`config.mk`:
```
export PLATFORM = sky130hd
export DESIGN_NAME = sad_acc_min
export DESIGN_NICKNAME = d
export VERILOG_FILES = /design/src/rtl/sad_acc_min.sv
export SDC_FILE = /design/constraint.sdc
export NUM_CORES = 1
export LEC_CHECK = 0
export ABC_AREA = 1
export ABC_CLOCK_PERIOD_IN_PS = 4500
export CORE_ASPECT_RATIO = 1.2
export CORE_MARGIN = 2
export CORE_UTILIZATION = 40
export DETAILED_ROUTE_END_ITERATION = 8
export GPL_TIMING_DRIVEN = 1
export SKIP_LAST_GASP = 1
export SYNTH_ARGS = -nofsm -noshare
export SYNTH_HDL_FRONTEND = slang
export SYNTH_SLANG_ARGS = --single-unit
```
`constraint.sdc`:
```
create_clock -name clk -period 4.5 [get_ports clk]
set_input_delay 0.9 -clock clk [delete_from_list [all_inputs] [get_ports clk]]
set_output_delay 0.9 -clock clk [all_outputs]
set_load 0.01 [all_outputs]
```
`src/rtl/sad_acc_min.sv`:
```
// Row-sum / block-accumulate SAD engine for motion search.
// Tracks the minimum candidate SAD and its index across one search.
module sad_acc_min #(
   parameter int PIXEL    = 8,
   parameter int NUM_PE   = 8,
   parameter int ROWS     = 8,
   parameter int NUM_CAND = 64,
   localparam int RSW = PIXEL + $clog2(NUM_PE),
   localparam int SW  = RSW + $clog2(ROWS),
   localparam int IW  = (NUM_CAND > 1) ? $clog2(NUM_CAND) : 1
) (
   input  logic                    clk,
   input  logic                    rst_n,
   input  logic                    start,
   input  logic [NUM_PE*PIXEL-1:0] abs_in,
   input  logic                    abs_valid,
   output logic                    busy,
   output logic [SW-1:0]           sad_out,
   output logic                    sad_valid,
   output logic [SW-1:0]           best_sad,
   output logic [IW-1:0]           best_idx,
   output logic                    done
);

   localparam int RW = (ROWS > 1) ? $clog2(ROWS) : 1;

   typedef enum logic {IDLE, ACCUM} state_t;

   state_t         state;
   state_t         state_nx;
   logic [RSW-1:0] row_sum;
   logic [RSW-1:0] row_sum_q;
   logic           row_v_q;
   logic [SW-1:0]  acc;
   logic [SW-1:0]  sad;
   logic [RW-1:0]  row_cnt;
   logic [IW-1:0]  cand_cnt;
   logic           complete;
   logic           last;

   always_comb begin
      row_sum = '0;
      for (int k = 0; k < NUM_PE; k++)
         row_sum = row_sum + RSW'(abs_in[k*PIXEL +: PIXEL]);
   end

   assign busy     = (state == ACCUM);
   assign complete = busy && row_v_q && (row_cnt == RW'(ROWS-1));
   assign last     = complete && (cand_cnt == IW'(NUM_CAND-1));
   assign sad      = ((row_cnt == '0) ? '0 : acc) + SW'(row_sum_q);

   always_comb begin
      state_nx = state;
      unique case (state)
         IDLE:    if (start) state_nx = ACCUM;
         ACCUM: begin
            if (start)     state_nx = ACCUM;
            else if (last) state_nx = IDLE;
         end
         default: state_nx = IDLE;
      endcase
   end

   always_ff @(posedge clk or negedge rst_n) begin
      if (!rst_n) state <= IDLE;
      else        state <= state_nx;
   end

   always_ff @(posedge clk or negedge rst_n) begin
      if (!rst_n) begin
         row_sum_q <= '0;
         row_v_q   <= 1'b0;
         acc       <= '0;
         row_cnt   <= '0;
         cand_cnt  <= '0;
         sad_out   <= '0;
         sad_valid <= 1'b0;
         done      <= 1'b0;
         best_sad  <= '1;
         best_idx  <= '0;
      end else if (start) begin
         row_v_q   <= 1'b0;
         acc       <= '0;
         row_cnt   <= '0;
         cand_cnt  <= '0;
         sad_valid <= 1'b0;
         done      <= 1'b0;
         best_sad  <= '1;
         best_idx  <= '0;
      end else begin
         // rows arriving on the final completion edge are surplus
         row_v_q   <= busy && abs_valid && !last;
         sad_valid <= complete;
         done      <= last;
         if (busy && abs_valid)
            row_sum_q <= row_sum;
         if (busy && row_v_q) begin
            acc     <= sad;
            row_cnt <= complete ? '0 : row_cnt + RW'(1);
            if (complete) begin
               sad_out  <= sad;
               cand_cnt <= cand_cnt + IW'(1);
               if (sad < best_sad || cand_cnt == '0) begin
                  best_sad <= sad;
                  best_idx <= cand_cnt;
               end
            end
         end
      end
   end

endmodule
```
==> results.yml, run 1 <==
logic_synthesis:
  syn_nets: 819
  synthAdderAreaFrac_pct: 26.34
  synth.top_cell.area_share_pct: 26.16
  ys_types: 38
  synthFlopType: "dfrtp_1"
  synthMuxAreaShare_pct: 0
  synth_area_leader_cell: "dfrtp_1"
  async_flop_share_pct: 100.0
  synth_top_family_by_area: "adder cells"
  yosys.area_share.simple_pct: 22.77
  avgSynthCellArea_um2: 8.370
  syn_inst: 663
  synthXorXnorAreaFrac_pct: 2.007
  synth_area_leaders: "dfrtp_1 (26%), fa_1 (17%), nand2_1 (12%), ha_1 (9.0%), inv_1 (8.1%)"
  ys_seq_elements: 72
  yosysSeqAreaShare_pct: 32.78
  synth_compound_area_share_pct: 6.291
  synth_warnings: 0
  synth-edff-count: 0
  netlist_area_mm2: 0.005549
setup_path:
  path_cells: "clkdlybuf4s50_1 -> fa_1 -> fa_1 -> fa_1 -> fa_1 -> ha_2 -> inv_1 -> fa_2 -> inv_2 -> nand4_1 -> o211ai_1 -> nand2_1 -> nand2_1 -> nand3_1 -> o21ai_1"
  setup.worst_path.end_class: "register"
  crit_type: "in2reg"
  worstSetupStartpointType: "input pin"
  path_common_cell: "fa_1"
  max_stage_delay_ns: 0.55
  worst_path_max_delay_cell: "fa_1"
  cp_max_fo: 2
  cp.arrival_ns: 4.59
  reg2reg_slack_ns: 0.52
  worstPathRequired_ns: 4.76
routing:
  wl_per_cell_um: 13.68
  detail-route-antenna-nets: 0
  routed_wirelength_um: 13020
  vias_per_cell: 4.758
  vias: 4530
  drtIter0Drc: 212
  drt-pass1-iter-count: 4
  route.detailed.drc: 0
job:
  maxCapViolCount: 0
grt:
  antenna_found_initial: 0
  grt_use_met3_pct: 3.023
  grt_pass1_wl_um: 21960
  grt_max_degree: 40
  grtUsageMet2_pct: 31.78
  grt_pass1_vias: 4699
  grt_overflow: 0
  gr-usage-all-layers_pct: 18.39
  met1_usage_pct: 22.31
  grt_busiest_layer: "met2"
pwr:
  power_density_mw_per_mm2: 474.9
  sw_frac_of_total_pct: 39.01
  peakVddDrop_mv: 0.2459
  pwr-share-seq_pct: 24.3
  switching_power_w: 0.001322
  p_leak_nw: 3.591
  p_clk_share_pct: 22.7
  p_int_w: 0.002067
  combPwrFrac_pct: 53.0
floorplan:
  dieArea_mm2: 0.01483
  die_height_um: 133.0
  die_w_um: 111.5
  core.rowCount: 47
  ios: 105
  initial_core_util_pct: 40.50
  fp.coreArea_mm2: 0.01370
sta:
  finalHoldViolations: 0
  max_freq_mhz: 231.3
  setup_viol_count_final: 0
  period_share_pct: 96.09
  tightest_slew_ns: 0.5569
  maxSlewHeadroom_pct: 62.78
  hold_ws_ns: 0.4300
  grt_setup_unrepaired: "no"
  slew_viol_final: 0
  min_period_ns: 4.324
  fin_skew_ns: 0.009739
  setup_ws_ns: 0.1759
  setup_tns_ns: 0
clock_tree:
  htreeDepth: 3
  clkTransAtPathRegs_ns: 0.05
  tritoncts: "yes"
  clock-sinks: 72
  clk-insertion-delay-late_ns: 0.34
  cts_buffers: 9
  cts_max_path_buffers: 2
  cts_hold_buf: 0
  cts_root_buf: "clkbuf_16"
cells_and_area:
  final_cell_mix: "nand2_1 (176), inv_1 (119), clkdlybuf4s50_1 (103)"
  final_common_cell: "nand2_1"
  syn_to_final_growth_pct: 28.59
  filler_cell_count: 1320
  drive_gt1_share_pct: 9.475
  nNetsFinal: 932
  design_area_mm2: 0.007136
  num_antenna_cells: 0
placed_design:
  port-buffer-count: 104
  place_congestion: 0.8984
  dpl_cell_area_mm2: 0.006807
  place_ws_ns: -0.3153
  dpl.hpwl_um: 10800
outcome:
  status: "complete, no violations"
min_path:
  hp-class: "in2async"
## cell usage after synthesis, types with 5 or more instances
library cell  count
buf_2             6
xnor2_1           5
ha_1             40
o21ai_1           6
nand4_1           5
dfrtp_1          58
nand2_2          10
nor2_1           37
nand3_1          52
inv_1           120
nand2_1         176
o22ai_1           7
dfstp_2          14
fa_1             48
o21ai_0          22
a21oi_1          18
## metrics by stage
step                      util [%]  total power (W)  std cells
after floorplan                  -         0.002019        663
after global placement       49.68         0.002618        936
after detailed placement     49.68         0.002652        936
after CTS                    52.02         0.003433        952
after global routing         52.08         0.003718        952
final                        52.08         0.003389        952
## power groups by stage
stage / clock network [W] / registers [W] / logic (W)
finish: 0.000768 / 0.000823 / 0.00180
detailed placement: 0 / 0.000835 / 0.00182
global placement: 0 / 0.000832 / 0.00179
CTS: 0.000786 / 0.000824 / 0.00182
floorplan: 0 / 0.000825 / 0.00119
global route: 0.000815 / 0.000836 / 0.00207
## path summary, 6_finish.rpt
| path | from | depth (start not counted) | endpoint |
|---|---|---|---|
| max in group asynchronous | rst_n | 2 | best_sad[11] |
| worst max register to register | row_cnt[0] | 25 | best_sad[13] |
| worst max-delay path | abs_in[2] | 15 | row_sum_q[10] |
| min in group clk | sad_out[13] | 2 | sad_out[13] |
| worst min-delay path | rst_n | 1 | sad_out[0] |
| worst min register to register | sad_out[13] | 2 | sad_out[13] |
## worst max-delay path, delay by kind of cell
family                   cells  cell delay, ns
buffers and inverters        3            0.54
adder cells (fa/ha/maj)      6            2.60
AO/OA/AOI/OAI                2            0.20
AND/OR/NAND/NOR              4            0.34
## state kept, by name (all words and copies together) (netlist names)
register / cells
sad_out: 14
row_v_q: 1
row_cnt: 3
cand_cnt: 6
best_sad: 14
row_sum_q: 11
sad_valid: 1
done: 1
best_idx: 6
busy: 1
acc: 14
## cell type report
cell class / count / area [um^2] / share of cell area, %
Multi-Input combinational cell: 454 / 3193 / 44.75
Tap cell: 171 / 214.0 / 2.998
Inverter: 123 / 461.7 / 6.470
Timing Repair Buffer: 116 / 1126 / 15.78
Clock buffer: 10 / 239.0 / 3.349
Clock inverter: 6 / 82.58 / 1.157
Sequential cell: 72 / 1819 / 25.50
## routing by layer
layer | wire length [um] | share of wire, % | up-vias
met3 | 488 | 3.7 | 24
li1 | - | - | 2283
met2 | 6486 | 50 | 114
met1 | 5567 | 43 | 2109
met5 | 0 | 0 | -
met4 | 476 | 3.7 | 0
## kinds of logic after synthesis
| kind of cell | after synthesis |
|---|---|
| buf+inv | 137 |
| flops | 72 |
| fa+ha+maj | 88 |
| xor+xnor | 11 |
| compound gates | 63 |
| simple gates | 292 |
## timing repair
item | CTS | global route
endpoints found under the setup margin | 0 | 2
gates resized for setup | 0 | 5
endpoints found under the hold margin | 0 | 0
setup buffers | 0 | 0
Note: power is estimated with default switching activity, not from simulation.
==> run 2, diff against run 1 <==
--- a/config.mk
+++ b/config.mk
@@ -9,9 +9,10 @@
 export ABC_CLOCK_PERIOD_IN_PS = 4500
 export CORE_ASPECT_RATIO = 1.2
 export CORE_MARGIN = 2
-export CORE_UTILIZATION = 40
+export CORE_UTILIZATION = 50
 export DETAILED_ROUTE_END_ITERATION = 8
 export GPL_TIMING_DRIVEN = 1
+export PLACE_DENSITY = 0.77
 export SKIP_LAST_GASP = 1
 export SYNTH_ARGS = -nofsm -noshare
 export SYNTH_HDL_FRONTEND = slang
==> results.yml, run 2 (same netlist as run 1, synthesis figures left out) <==
sta:
  slew_viol_final: 0
  finalHoldViolations: 0
  tightest_slew_ns: 0.8429
  grt_setup_unrepaired: "yes"
  setup_viol_count_final: 0
  hold_ws_ns: 0.4827
  max_freq_mhz: 230.9
  fin_skew_ns: 0.006674
  maxSlewHeadroom_pct: 43.81
  min_period_ns: 4.330
  period_share_pct: 96.23
floorplan:
  die_height_um: 119.4
  die_w_um: 100.2
  initial_core_util_pct: 50.77
  fp.coreArea_mm2: 0.01093
  dieArea_mm2: 0.01196
  ios: 105
  core.rowCount: 42
routing:
  drt-pass1-iter-count: 4
  routed_wirelength_um: 12650
  wl_per_cell_um: 13.90
  detail-route-antenna-nets: 0
  vias_per_cell: 5.037
  route.detailed.drc: 0
  drtIter0Drc: 193
  vias: 4584
clock_tree:
  cts_resized: 0
  tritoncts: "yes"
  htreeDepth: 3
  cts_hold_buf: 0
  clock-sinks: 72
  cts_buffers: 9
  post_cts_buffers: 0
  cts_root_buf: "clkbuf_16"
  cts_max_path_buffers: 2
  clkTransAtPathRegs_ns: 0.05
  clk-insertion-delay-late_ns: 0.34
setup_path:
  setup.worst_path.end_class: "register"
  worst_path_max_delay_cell: "fa_1"
  max_stage_delay_ns: 0.58
  reg2reg_slack_ns: 0.51
  worstPathRequired_ns: 4.77
  crit_type: "in2reg"
  worstSetupStartpointType: "input pin"
  path_cells: "clkdlybuf4s50_1 -> fa_1 -> fa_1 -> fa_1 -> fa_1 -> ha_1 -> inv_1 -> fa_2 -> inv_2 -> nand4_1 -> o211ai_1 -> nand2_1 -> nand2_1 -> nand3_1 -> o21ai_0"
  cp.arrival_ns: 4.60
  cp_max_fo: 2
  path_common_cell: "fa_1"
pwr:
  power_w: 0.003276
  power_density_mw_per_mm2: 466.7
  peakVddDrop_mv: 0.2734
  p_leak_nw: 3.548
cells_and_area:
  multi_input_area_mm2: 0.003194
  regArea_mm2: 0.001819
  final_cell_mix: "nand2_1 (176), inv_1 (119), clkdlybuf4s50_1 (103)"
  design_area_mm2: 0.007019
  syn_to_final_growth_pct: 26.49
  final_common_cell: "nand2_1"
  drive_gt1_share_pct: 8.997
  post-route-util_pct: 64.22
  num_antenna_cells: 0
  filler_cell_count: 916
  final-instance-count-excl-fill: 910
  nNetsFinal: 929
  largest_registers: "acc x14, best_sad x14, sad_out x14"
outcome:
  status: "complete, no violations"
grt:
  gr-usage-all-layers_pct: 22.71
  grt_max_degree: 40
  grt_pass1_vias: 4643
  grt_overflow: 0
  grt_pass1_wl_um: 21270
  antenna_found_initial: 0
placed_design:
  dpl.hpwl_um: 10350
  dpl.cell_count: 894
  dpl_cell_area_mm2: 0.006735
  port-buffer-count: 104
  place_congestion: 0.8379
job:
  maxCapViolCount: 0
min_path:
  hp-class: "reg2reg"
run 2: cell count changes in the layout (fill, tap and decap cells not counted), sizes merged:
cell      previous run  this run
clkbuf              10        11
bufinv               2         0
buf                 13        10
clkinvlp             1         3
clkinv               3         2
run 2: final timing paths:
check / from / end / depth (start not counted)
setup / recovery: abs_in[42] / row_sum_q[10] / 15
hold / removal: sad_out[0] / sad_out[0] / 2
setup reg to reg: row_cnt[0] / best_sad[4] / 22
hold reg to reg: sad_out[0] / sad_out[0] / 2
max in group asynchronous: rst_n / best_sad[12] / 2
min in group asynchronous: rst_n / sad_out[5] / 1
run 2: layer usage:
metal | GRT usage, % | vias up | routed length (um)
li1 | - | 2278 | -
met1 | 27.55 | 2168 | 5129
met2 | 40.52 | 119 | 6684
met3 | 3.404 | 19 | 533
met4 | 8.134 | 0 | 301
met5 | 0 | - | 0
run 2: worst max-delay path, delay by kind of cell:
| kind | cells | cell delay, ns |
|---|---|---|
| fa+ha+maj | 6 | 2.61 |
| buf+inv | 3 | 0.56 |
| simple gates | 4 | 0.34 |
| compound gates | 2 | 0.19 |
run 2: power breakdown:
group,switching [W],internal [W],leakage [nW]
clock,0.000276,0.000386,0.128
combinational,0.000997,0.000794,2.49
sequential,0.0000652,0.000758,0.927
run 2: layout make-up:
cell class,count,share of cell area [%]
multi-input cells,454,45.51
well taps,132,2.353
inverters,123,6.578
clock buffers,11,3.458
flip-flops and latches,72,25.92
clock inverters,5,0.4635
repair buffers,113,15.72
run 2: through the flow:
step | setup TNS, ns | worst slack, ns
global placement | -0.5735 | -0.2040
global route | -0.007210 | -0.007210
floorplan | 0 | 0.3319
CTS | 0 | 0.07207
detailed placement | -0.9424 | -0.2668
finish | 0 | 0.1696
==> run 3, diff against run 2 <==
--- a/config.mk
+++ b/config.mk
@@ -7,12 +7,14 @@
 export LEC_CHECK = 0
 export ABC_AREA = 1
 export ABC_CLOCK_PERIOD_IN_PS = 4500
+export CAP_MARGIN = 40
 export CORE_ASPECT_RATIO = 1.2
 export CORE_MARGIN = 2
 export CORE_UTILIZATION = 50
 export DETAILED_ROUTE_END_ITERATION = 8
+export GPL_ROUTABILITY_DRIVEN = 0
 export GPL_TIMING_DRIVEN = 1
-export PLACE_DENSITY = 0.77
+export PLACE_DENSITY = 0.88
 export SKIP_LAST_GASP = 1
 export SYNTH_ARGS = -nofsm -noshare
 export SYNTH_HDL_FRONTEND = slang
==> results.yml, run 3 (same netlist as run 1, synthesis figures left out) <==
outcome:
  status: "complete, no violations"
setup_path:
  path_common_cell: "inv_1"
  worst_path_max_delay_cell: "fa_1"
  cp_max_fo: 2
  worstPathRequired_ns: 4.76
  path_cells: "clkdlybuf4s50_1 -> fa_1 -> inv_1 -> fa_1 -> inv_1 -> fa_2 -> fa_1 -> ha_2 -> inv_1 -> fa_2 -> inv_1 -> nand4_1 -> o211ai_1 -> nand2_1 -> nand2_1 -> nand3_1 -> o21ai_0"
  reg2reg_slack_ns: 0.60
  cp.arrival_ns: 4.57
  timing.rr.end: "best_sad[12]"
  worstSetupStartpointType: "input pin"
  crit_type: "in2reg"
  max_stage_delay_ns: 0.55
  setup.worst_path.end_class: "register"
  r2r-start: "row_cnt[0]"
  reg2regPathDepth: 25
floorplan:
  ios: 105
  core.rowCount: 42
  die_height_um: 119.4
  dieArea_mm2: 0.01196
  fp.coreArea_mm2: 0.01093
  die_w_um: 100.2
  initial_core_util_pct: 50.77
clock_tree:
  post_cts_buffers: 0
  cts_buffers: 9
  tritoncts: "yes"
  cts_root_buf: "clkbuf_16"
  clk-insertion-delay-late_ns: 0.34
  cts_hold_buf: 0
  clkTransAtPathRegs_ns: 0.06
  cts_resized: 0
  cts_max_path_buffers: 2
  htreeDepth: 3
  clock-sinks: 72
grt:
  grt_overflow: 0
  antenna_found_initial: 0
  gr-usage-all-layers_pct: 21.68
  grt_busiest_layer: "met2"
  grt_max_degree: 42
  grt_pass1_wl_um: 20710
  met1_usage_pct: 25.16
  grtUsageMet2_pct: 38.46
  grt_use_met3_pct: 3.286
  grt_pass1_vias: 4860
sta:
  maxSlewHeadroom_pct: 52.35
  setup_tns_ns: 0
  setup_ws_ns: 0.1865
  slew_viol_final: 0
  grt_setup_unrepaired: "yes"
  tightest_slew_ns: 0.7147
  min_period_ns: 4.313
  fin_skew_ns: 0.006319
  period_share_pct: 95.86
  setup_viol_count_final: 0
  finalHoldViolations: 0
  max_freq_mhz: 231.8
pwr:
  p_leak_nw: 3.596
  power_density_mw_per_mm2: 475.7
  peakVddDrop_mv: 0.3117
min_path:
  min_path_cells: 2
  min-delay-start: "sad_out[9]"
  hp-class: "reg2reg"
  holdPathEnd: "sad_out[9]"
routing:
  route.detailed.drc: 0
  vias: 4596
  drt-pass1-iter-count: 4
  routed_wirelength_um: 11870
  detail-route-antenna-nets: 0
  drtIter0Drc: 177
  wl_per_cell_um: 13.03
  vias_per_cell: 5.045
cells_and_area:
  design_area_mm2: 0.007082
  largest_registers: "acc x14, best_sad x14, sad_out x14"
  final_cell_mix: "nand2_1 (176), inv_1 (120), clkdlybuf4s50_1 (101)"
  num_antenna_cells: 0
  final_common_cell: "nand2_1"
  nNetsFinal: 930
  filler_cell_count: 864
  drive_gt1_share_pct: 9.114
  regArea_mm2: 0.001819
  multi_input_area_mm2: 0.003197
  syn_to_final_growth_pct: 27.62
placed_design:
  dpl_cell_area_mm2: 0.006743
  dpl.hpwl_um: 9503
  place_ws_ns: -0.3251
  port-buffer-count: 104
job:
  maxCapViolCount: 0
==> run 3: worst max-delay path by stage <==
stage / from / end / slack, ns / cells past startpoint
3_5_place_dp: abs_in[1] / row_sum_q[10] / -0.33 / 17
6_report: abs_in[25] / row_sum_q[10] / 0.19 / 17
5_1_grt: abs_in[25] / row_sum_q[10] / -0.01 / 17
2_1_floorplan: abs_in[1] / row_sum_q[10] / 0.33 / 16
4_1_cts: abs_in[1] / row_sum_q[10] / 0.02 / 17
3_3_place_gp: abs_in[1] / row_sum_q[10] / -0.21 / 17
==> run 3: report_power, final <==
part / switching (W) / internal [W] / leakage [nW]
Clock: 0.000267 / 0.000499 / 0.152
Sequential: 0.0000609 / 0.000758 / 0.927
Combinational: 0.000977 / 0.000807 / 2.52
==> run 3: layout make-up <==
class                      count  share of cell area, %
tap                          132                  2.332
clock buffer                  11                  3.428
timing repair buffer         114                  15.76
inverter                     123                  6.519
multi-input combinational    454                  45.14
sequential                    72                  25.69
clock inverter                 5                  1.131
==> run 3: layer usage <==
metal  part of all wire [%]  vias to the layer above  wire length [um]
met1                     40                     2149              4740
met2                     52                      141              6178
met4                    3.5                        0               413
met3                    4.5                       31               536
li1                       -                     2275                 -
met5                      0                        -                 0
==> run 3: critical path, delay by kind of cell <==
kind | cells | cell delay, ns
simple gates | 4 | 0.31
fa+ha+maj | 6 | 2.46
compound gates | 2 | 0.21
buf+inv | 5 | 0.67
==> run 3: metrics by stage <==
stage / utilization, % / std cells / total power [W] / hold WS, ns
final: 64.79 / 911 / 0.003369 / 0.4777
after floorplan: - / 663 / 0.002019 / 0.4553
after detailed placement: 61.69 / 895 / 0.002580 / 0.4702
after global placement: 61.69 / 895 / 0.002478 / 0.4642
after global routing: 64.79 / 911 / 0.003691 / 0.5007
after CTS: 64.64 / 911 / 0.003368 / 0.4838
